## config.mk

```make
export PLATFORM = sky130hd
export DESIGN_NAME = mode_btn_ctrl
export DESIGN_NICKNAME = d
export VERILOG_FILES = /design/src/rtl/mode_btn_ctrl.sv
export SDC_FILE = /design/constraint.sdc
export NUM_CORES = 1
export LEC_CHECK = 0
export ABC_AREA = 1
export BUFFER_PORTS_ARGS = -buffer_cell sky130_fd_sc_hd__clkbuf_2
export CORE_ASPECT_RATIO = 0.7
export CORE_MARGIN = 5
export CORE_UTILIZATION = 64
export DETAILED_ROUTE_END_ITERATION = 8
export HOLD_SLACK_MARGIN = 0.05
export PLACE_DENSITY = 0.78
export SYNTH_ARGS = -nofsm -noshare
export SYNTH_HDL_FRONTEND = slang
export SYNTH_SLANG_ARGS = --single-unit
```

## constraint.sdc

```tcl
create_clock -name sysclk -period 2.5 [get_ports sysclk]
set_input_delay 0.625 -clock sysclk [delete_from_list [all_inputs] [get_ports sysclk]]
set_output_delay 0.625 -clock sysclk [all_outputs]
set_load 0.01 [all_outputs]
```

## src/rtl/mode_btn_ctrl.sv

```systemverilog
// -----------------------------------------------------------------------------
// mode_btn_ctrl
//
// Conditions the raw mode push-button for the watch top level.
//   * Normalises the button polarity, then brings it into the sysclk domain
//     through a 2-FF synchroniser.
//   * Debounces press and release edges (DEBOUNCE_CYC consecutive samples).
//   * Classifies each accepted press as short or long (LONG_CYC held cycles).
//   * Short press: toggles o_mode (0 = clock view, 1 = up-counter view) and
//     emits o_short_pulse once the release has been debounced.
//   * Long press: emits o_long_pulse once when the hold threshold is reached;
//     o_mode is left untouched.
//
// Ports
//   sysclk         in   system clock, all logic on the rising edge
//   i_rst_n        in   asynchronous active-low reset
//   i_btn          in   raw asynchronous button pin
//   o_mode         out  display mode select, toggles on each short press
//   o_short_pulse  out  one-cycle pulse, short press completed
//   o_long_pulse   out  one-cycle pulse, long-press threshold reached
//   o_pressed      out  debounced button level (1 while HELD or LONG)
//
// Handshake note: there is no valid/ready traffic in this block. The two
// pulse outputs are registered strobes, high for exactly one sysclk cycle,
// and they are never high together (each is raised from a different state).
// -----------------------------------------------------------------------------
module mode_btn_ctrl #(
  parameter int DEBOUNCE_CYC = 1_000_000,
  parameter int LONG_CYC     = 100_000_000,
  parameter bit BTN_ACT_HIGH = 1'b1
) (
  input  logic sysclk,
  input  logic i_rst_n,
  input  logic i_btn,
  output logic o_mode,
  output logic o_short_pulse,
  output logic o_long_pulse,
  output logic o_pressed
);

  localparam int DB_W   = $clog2(DEBOUNCE_CYC);
  localparam int HOLD_W = $clog2(LONG_CYC);

  // Terminal counts. A counter reaching these values on its increment marks
  // the final sample of the window.
  localparam logic [DB_W-1:0]   DB_LAST   = DB_W'(DEBOUNCE_CYC - 1);
  localparam logic [HOLD_W-1:0] HOLD_LAST = HOLD_W'(LONG_CYC - 1);

  typedef enum logic [2:0] {
    S_IDLE     = 3'd0,
    S_PRESS_DB = 3'd1,
    S_HELD     = 3'd2,
    S_LONG     = 3'd3,
    S_REL_DB   = 3'd4
  } state_t;

  // ---------------------------------------------------------------------------
  // Input path: polarity normalise -> 2-FF synchroniser
  // ---------------------------------------------------------------------------
  logic w_btn_norm;
  logic r_sync1;
  logic r_sync2;
  logic w_btn_s;

  // After normalisation 1 always means "pressed", so the synchroniser resets
  // to the not-pressed level regardless of pin polarity.
  assign w_btn_norm = BTN_ACT_HIGH ? i_btn : ~i_btn;

  always_ff @(posedge sysclk or negedge i_rst_n) begin
    if (!i_rst_n) begin
      r_sync1 <= 1'b0;
      r_sync2 <= 1'b0;
    end else begin
      r_sync1 <= w_btn_norm;
      r_sync2 <= r_sync1;
    end
  end

  assign w_btn_s = r_sync2;

  // ---------------------------------------------------------------------------
  // FSM state and datapath registers
  // ---------------------------------------------------------------------------
  state_t             r_state;
  state_t             w_state_nxt;
  logic [DB_W-1:0]    r_db_cnt;
  logic [DB_W-1:0]    w_db_cnt_nxt;
  logic [HOLD_W-1:0]  r_hold_cnt;
  logic [HOLD_W-1:0]  w_hold_cnt_nxt;
  logic               r_short_flag;
  logic               w_short_flag_nxt;
  logic               r_mode;
  logic               w_mode_nxt;
  logic               r_short_pulse;
  logic               w_short_pulse_nxt;
  logic               r_long_pulse;
  logic               w_long_pulse_nxt;

  logic [DB_W-1:0]    w_db_inc;
  logic [HOLD_W-1:0]  w_hold_inc;

  assign w_db_inc = r_db_cnt + DB_W'(1);

  // The hold counter saturates at its terminal count so a stuck button can
  // never wrap it back into a second long-press detection.
  assign w_hold_inc = (r_hold_cnt == HOLD_LAST) ? r_hold_cnt
                                                : r_hold_cnt + HOLD_W'(1);

  always_ff @(posedge sysclk or negedge i_rst_n) begin
    if (!i_rst_n) begin
      r_state       <= S_IDLE;
      r_db_cnt      <= '0;
      r_hold_cnt    <= '0;
      r_short_flag  <= 1'b0;
      r_mode        <= 1'b0;
      r_short_pulse <= 1'b0;
      r_long_pulse  <= 1'b0;
    end else begin
      r_state       <= w_state_nxt;
      r_db_cnt      <= w_db_cnt_nxt;
      r_hold_cnt    <= w_hold_cnt_nxt;
      r_short_flag  <= w_short_flag_nxt;
      r_mode        <= w_mode_nxt;
      r_short_pulse <= w_short_pulse_nxt;
      r_long_pulse  <= w_long_pulse_nxt;
    end
  end

  // ---------------------------------------------------------------------------
  // Next-state and registered-output logic
  // ---------------------------------------------------------------------------
  always_comb begin
    w_state_nxt       = r_state;
    w_db_cnt_nxt      = r_db_cnt;
    w_hold_cnt_nxt    = r_hold_cnt;
    w_short_flag_nxt  = r_short_flag;
    w_mode_nxt        = r_mode;
    w_short_pulse_nxt = 1'b0;
    w_long_pulse_nxt  = 1'b0;

    case (r_state)
      S_IDLE: begin
        // The sample that leaves IDLE is the first of the debounce window.
        if (w_btn_s) begin
          w_state_nxt  = S_PRESS_DB;
          w_db_cnt_nxt = '0;
        end
      end

      S_PRESS_DB: begin
        if (!w_btn_s) begin
          // Too short to be a press: drop it silently.
          w_state_nxt  = S_IDLE;
          w_db_cnt_nxt = '0;
        end else if (w_db_inc == DB_LAST) begin
          w_state_nxt    = S_HELD;
          w_db_cnt_nxt   = '0;
          w_hold_cnt_nxt = '0;
        end else begin
          w_db_cnt_nxt = w_db_inc;
        end
      end

      S_HELD: begin
        if (!w_btn_s) begin
          // Released before the long threshold: remember it was short.
          w_state_nxt      = S_REL_DB;
          w_short_flag_nxt = 1'b1;
          w_db_cnt_nxt     = '0;
        end else begin
          w_hold_cnt_nxt = w_hold_inc;
          if (w_hold_inc == HOLD_LAST) begin
            w_state_nxt      = S_LONG;
            w_long_pulse_nxt = 1'b1;
          end
        end
      end

      S_LONG: begin
        // Holding further gives no repeat pulse.
        if (!w_btn_s) begin
          w_state_nxt      = S_REL_DB;
          w_short_flag_nxt = 1'b0;
          w_db_cnt_nxt     = '0;
        end
      end

      S_REL_DB: begin
        if (w_btn_s) begin
          // Release bounce restarts the window; the press class was already
          // decided on the way in and is not revisited.
          w_db_cnt_nxt = '0;
        end else if (w_db_inc == DB_LAST) begin
          w_state_nxt  = S_IDLE;
          w_db_cnt_nxt = '0;
          if (r_short_flag) begin
            w_short_pulse_nxt = 1'b1;
            w_mode_nxt        = ~r_mode;
          end
          w_short_flag_nxt = 1'b0;
        end else begin
          w_db_cnt_nxt = w_db_inc;
        end
      end

      default: begin
        w_state_nxt  = S_IDLE;
        w_db_cnt_nxt = '0;
      end
    endcase
  end

  // ---------------------------------------------------------------------------
  // Outputs
  // ---------------------------------------------------------------------------
  assign o_mode        = r_mode;
  assign o_short_pulse = r_short_pulse;
  assign o_long_pulse  = r_long_pulse;
  assign o_pressed     = (r_state == S_HELD) || (r_state == S_LONG);

endmodule

```

==> results by group <==
Synth
  • Post-synth EDFFs: 0
  • Post-synth net total: 644
  • Most used flip-flop cell after synthesis: sky130_fd_sc_hd__dfrtp_1
  • Count leader, synth: sky130_fd_sc_hd__nand2_1
  • Count of warnings emitted by yosys: 0
  • Share of the yosys chip area belonging to registers: 35.3%
  • Post-Synth XOR/XNOR Area: 2.42%
  • Synth area leader: sky130_fd_sc_hd__dfrtp_1
  • Synthesized-area fraction occupied by ao, oa, aoi and oai cells: 9.60%
  • Cell types occupying the most area after synthesis: sky130_fd_sc_hd__dfrtp_1 35%, sky130_fd_sc_hd__nand2_1 20%, sky130_fd_sc_hd__nor2_1 9.3%
  • Post-Synthesis Cell Area: 0.00397 mm²
  • Share of synthesized cell area in full adder, half adder and majority cells: 0.945%
  • Multiplexer fraction of the synthesized cell area: 0%
  • Synth async-reset ratio: 100%
  • Gate Count Post-Synth: 638
  • Avg Synthesized Cell Area: 6.23 µm²
  • Number of different library cells in the post-synthesis netlist: 30
  • Area share of the largest cell type after synthesis: 35.3%
  • Main combinational cell family by area after synthesis: simple AND/OR/NAND/NOR gates
  • Register bit total from synthesis: 56
  • Simple-gate share of the synthesized area: 42.8%
  • Most instantiated cells after synthesis: 207 x sky130_fd_sc_hd__nand2_1, 98 x sky130_fd_sc_hd__nor2_1, 79 x sky130_fd_sc_hd__inv_1

Worst setup path
  • Endpoint arrival time on the critical path: 2.64 ns
  • Worst path most repeated cell: sky130_fd_sc_hd__nand2_1
  • Required time worst endpoint: 2.71 ns
  • Critical Path Start Type: flip-flop
  • Slowest cell delay on critical path: 0.47 ns
  • Slowest-stage cell, CP: sky130_fd_sc_hd__dfrtp_1
  • Maximum fanout along the worst path: 6
  • Nature of the critical path endpoint: flip-flop
  • Crit-path cells: nand2_1 -> nor2_1 -> nand2_1 -> nor2_1 -> xor2_1 -> nand3_1 -> nor2_1 -> nand2_1 -> or2_0 -> o21ai_0 -> nand2_1
  • Critical path type: reg2reg

Place
  • Number of buffer cells added on primary ports: 6
  • Number of placed instances with taps included: 722
  • Final GP Congestion: 0.993
  • Post-detailed-placement half-perimeter wirelength: 8770 µm

Finish
  • Fraction of layout instances using a drive strength above 1: 12.6%
  • Final core utilization: 74.2%
  • Nets@finish: 674
  • Post-Layout Cell Count: 747
  • Syn-to-layout area delta: 14.5%
  • Inserted Diodes: 0

STA
  • Final Hold Violating Endpoints: 0
  • Time the worst path needs with I/O delays and setup: 2.43 ns
  • Final setup violation count: 0
  • Slew of the pin with the lowest slew margin: 0.628 ns
  • Final cycle utilization of the critical path: 97.1%
  • Max-slew violations: 0
  • Max Fclk: 0.412 GHz
  • Maximum clock skew at final layout: 0.00698 ns
  • RSZ-0062 raised after global routing: true
  • Headroom to the max-slew limit: 57.7%

Clock tree
  • Number of buffers inserted by hold repair at cts: 0
  • Clk slew on worst S/H paths: 0.11 ns
  • Number of levels the H-tree was split into: 2
  • Max clock buf depth: 2
  • Insertion delay of the later-clocked pin in the worst-skew pair: 0.31 ns
  • CTS tree: done
  • CTS sink cnt: 56
  • Cts bufs inserted: 5
  • Root buffer cell: sky130_fd_sc_hd__clkbuf_8

Power and ir drop
  • PnR Total Power: 2.52 mW
  • Worst VDD drop: 383 µV
  • Areal power density over the cells: 554 mW/mm²
  • Leakage power summed over all cells: 1.89 nW

Detailed routing
  • Antenna-violating nets left: 0
  • Sum of routed wire length over all layers: 12300 µm
  • Vias: 4462
  • Per-cell via count in the routed design: 5.97
  • Number of iterations in the first detailed-routing pass: 5
  • Iter 0 DRT Violations: 514
  • DRC violations left: 0
  • Per-cell routed wire length: 16.4 µm

Floorplanning
  • Overall die area: 0.00791 mm²
  • Initial Utilization: 64.9%
  • Die Y: 75.9 µm
  • Number of I/O pins: 7
  • Area of the core: 0.00613 mm²
  • # rows: 24
  • X dimension of the die: 104 µm

Worst hold path
  • Classification of the worst-slack hold path: in2async

Global routing
  • Initial antenna violation count: 0
  • Largest net degree at the start of global routing: 31
  • Tot GR Track Use: 29.2%
  • Overflow left after global routing: 0
  • Wire length of the first global-routing pass: 19000 µm
  • Via count of the first global-routing pass: 3751

Run
  • Max-capacitance violation count: 0

Run status
  • Result of the run: complete, no violations
==> metal layers <==
layer	global-route usage (%)	share of wire, %	up-vias
met5	0	0	-
met4	4.92	1.7	0
met3	7.13	16	33
met2	37.9	39	336
met1	48.5	44	1994
li1	-	-	2099
==> path summary, 6_finish.rpt <==
check | from | end | slack (ns) | cells past startpoint
setup / recovery | r_hold_cnt[8]$_DFFE_PN0P_ | r_state[1]$_DFFE_PN0P_ | 0.07 | 11
hold / removal | i_rst_n | r_sync2$_DFF_PN0_ | 0.29 | 1
setup reg to reg | r_hold_cnt[8]$_DFFE_PN0P_ | r_state[1]$_DFFE_PN0P_ | 0.07 | 11
hold reg to reg | r_sync1$_DFF_PN0_ | r_sync2$_DFF_PN0_ | 0.37 | 0
max in group asynchronous | i_rst_n | r_db_cnt[6]$_DFFE_PN0P_ | 1.60 | 2
min in group sysclk | r_sync1$_DFF_PN0_ | r_sync2$_DFF_PN0_ | 0.37 | 0
==> final cells by class <==
type / count / area [µm²]
multi-input cells: 490 / 2310
well taps: 78 / 97.6
inverters: 82 / 308
clock inverters: 1 / 30.0
flip-flops and latches: 56 / 1410
clock buffers: 7 / 96.3
repair buffers: 33 / 293
fillers: 496 / 1580
==> per-stage QoR <==
| step | worst slack, ns | hold slack [ns] | cell area (µm²) | TNS (ns) |
|---|---|---|---|---|
| 2_1_floorplan | 0.380 | 0.329 | 3970 | 0 |
| 3_3_place_gp | 0.140 | 0.338 | 4150 | 0 |
| 3_5_place_dp | 0.0268 | 0.351 | 4150 | 0 |
| 4_1_cts | 0.00655 | 0.305 | 4280 | 0 |
| 5_1_grt | -0.106 | 0.327 | 4550 | -1.96 |
| 6_report | 0.0727 | 0.286 | 4550 | 0 |
==> logic make-up after synthesis <==
kind of cell,count (synthesis)
AO/OA/AOI/OAI,70
XOR/XNOR,11
adder cells (fa/ha/maj),3
buffers and inverters,92
flip-flops,56
AND/OR/NAND/NOR,406
==> critical path, delay by kind of cell, from the launching register on <==
kind	cells	cell delay, ns
XOR/XNOR	1	0.25
flip-flops	1	0.47
AO/OA/AOI/OAI	1	0.15
AND/OR/NAND/NOR	9	1.46
==> repair_timing <==
| action | in CTS | in global routing |
|---|---|---|
| resized for setup | 0 | 37 |
| setup buffers | 0 | 15 |
| endpoints found under the hold margin | 0 | 0 |
| endpoints found under the setup margin | 0 | 42 |
==> cell usage in the layout (no fill, tap or decap), drive strengths merged, types with 7 or more instances in the layout <==
cell type  synthesis  layout
nand2            210     210
nand3             64      64
o22ai             11      11
buf                3      25
xor2              10      10
inv               81      81
nand4             14      14
o21ai             48      48
nor2             106     106
nor3               7       7
a21oi              7       7
dfrtp             56      56
clkbuf             7      15
==> state kept, by name (all words and copies together) (netlist names) <==
register and flops:
o_long_pulse 1, o_mode 1, o_short_pulse 1, r_db_cnt 20, r_hold_cnt 27, r_short_flag 1, r_state 3, r_sync1 1
r_sync2 1
==> power by group <==
| group | leakage, nW | total (mW) | switching [mW] | internal [mW] |
|---|---|---|---|---|
| Sequential | 0.759 | 1.07 | 0.0914 | 0.978 |
| Combinational | 1.06 | 0.782 | 0.514 | 0.268 |
| Clock | 0.0645 | 0.669 | 0.315 | 0.354 |
| Total | 1.89 | 2.52 | 0.921 | 1.60 |
(Power assumes the default switching activity.)
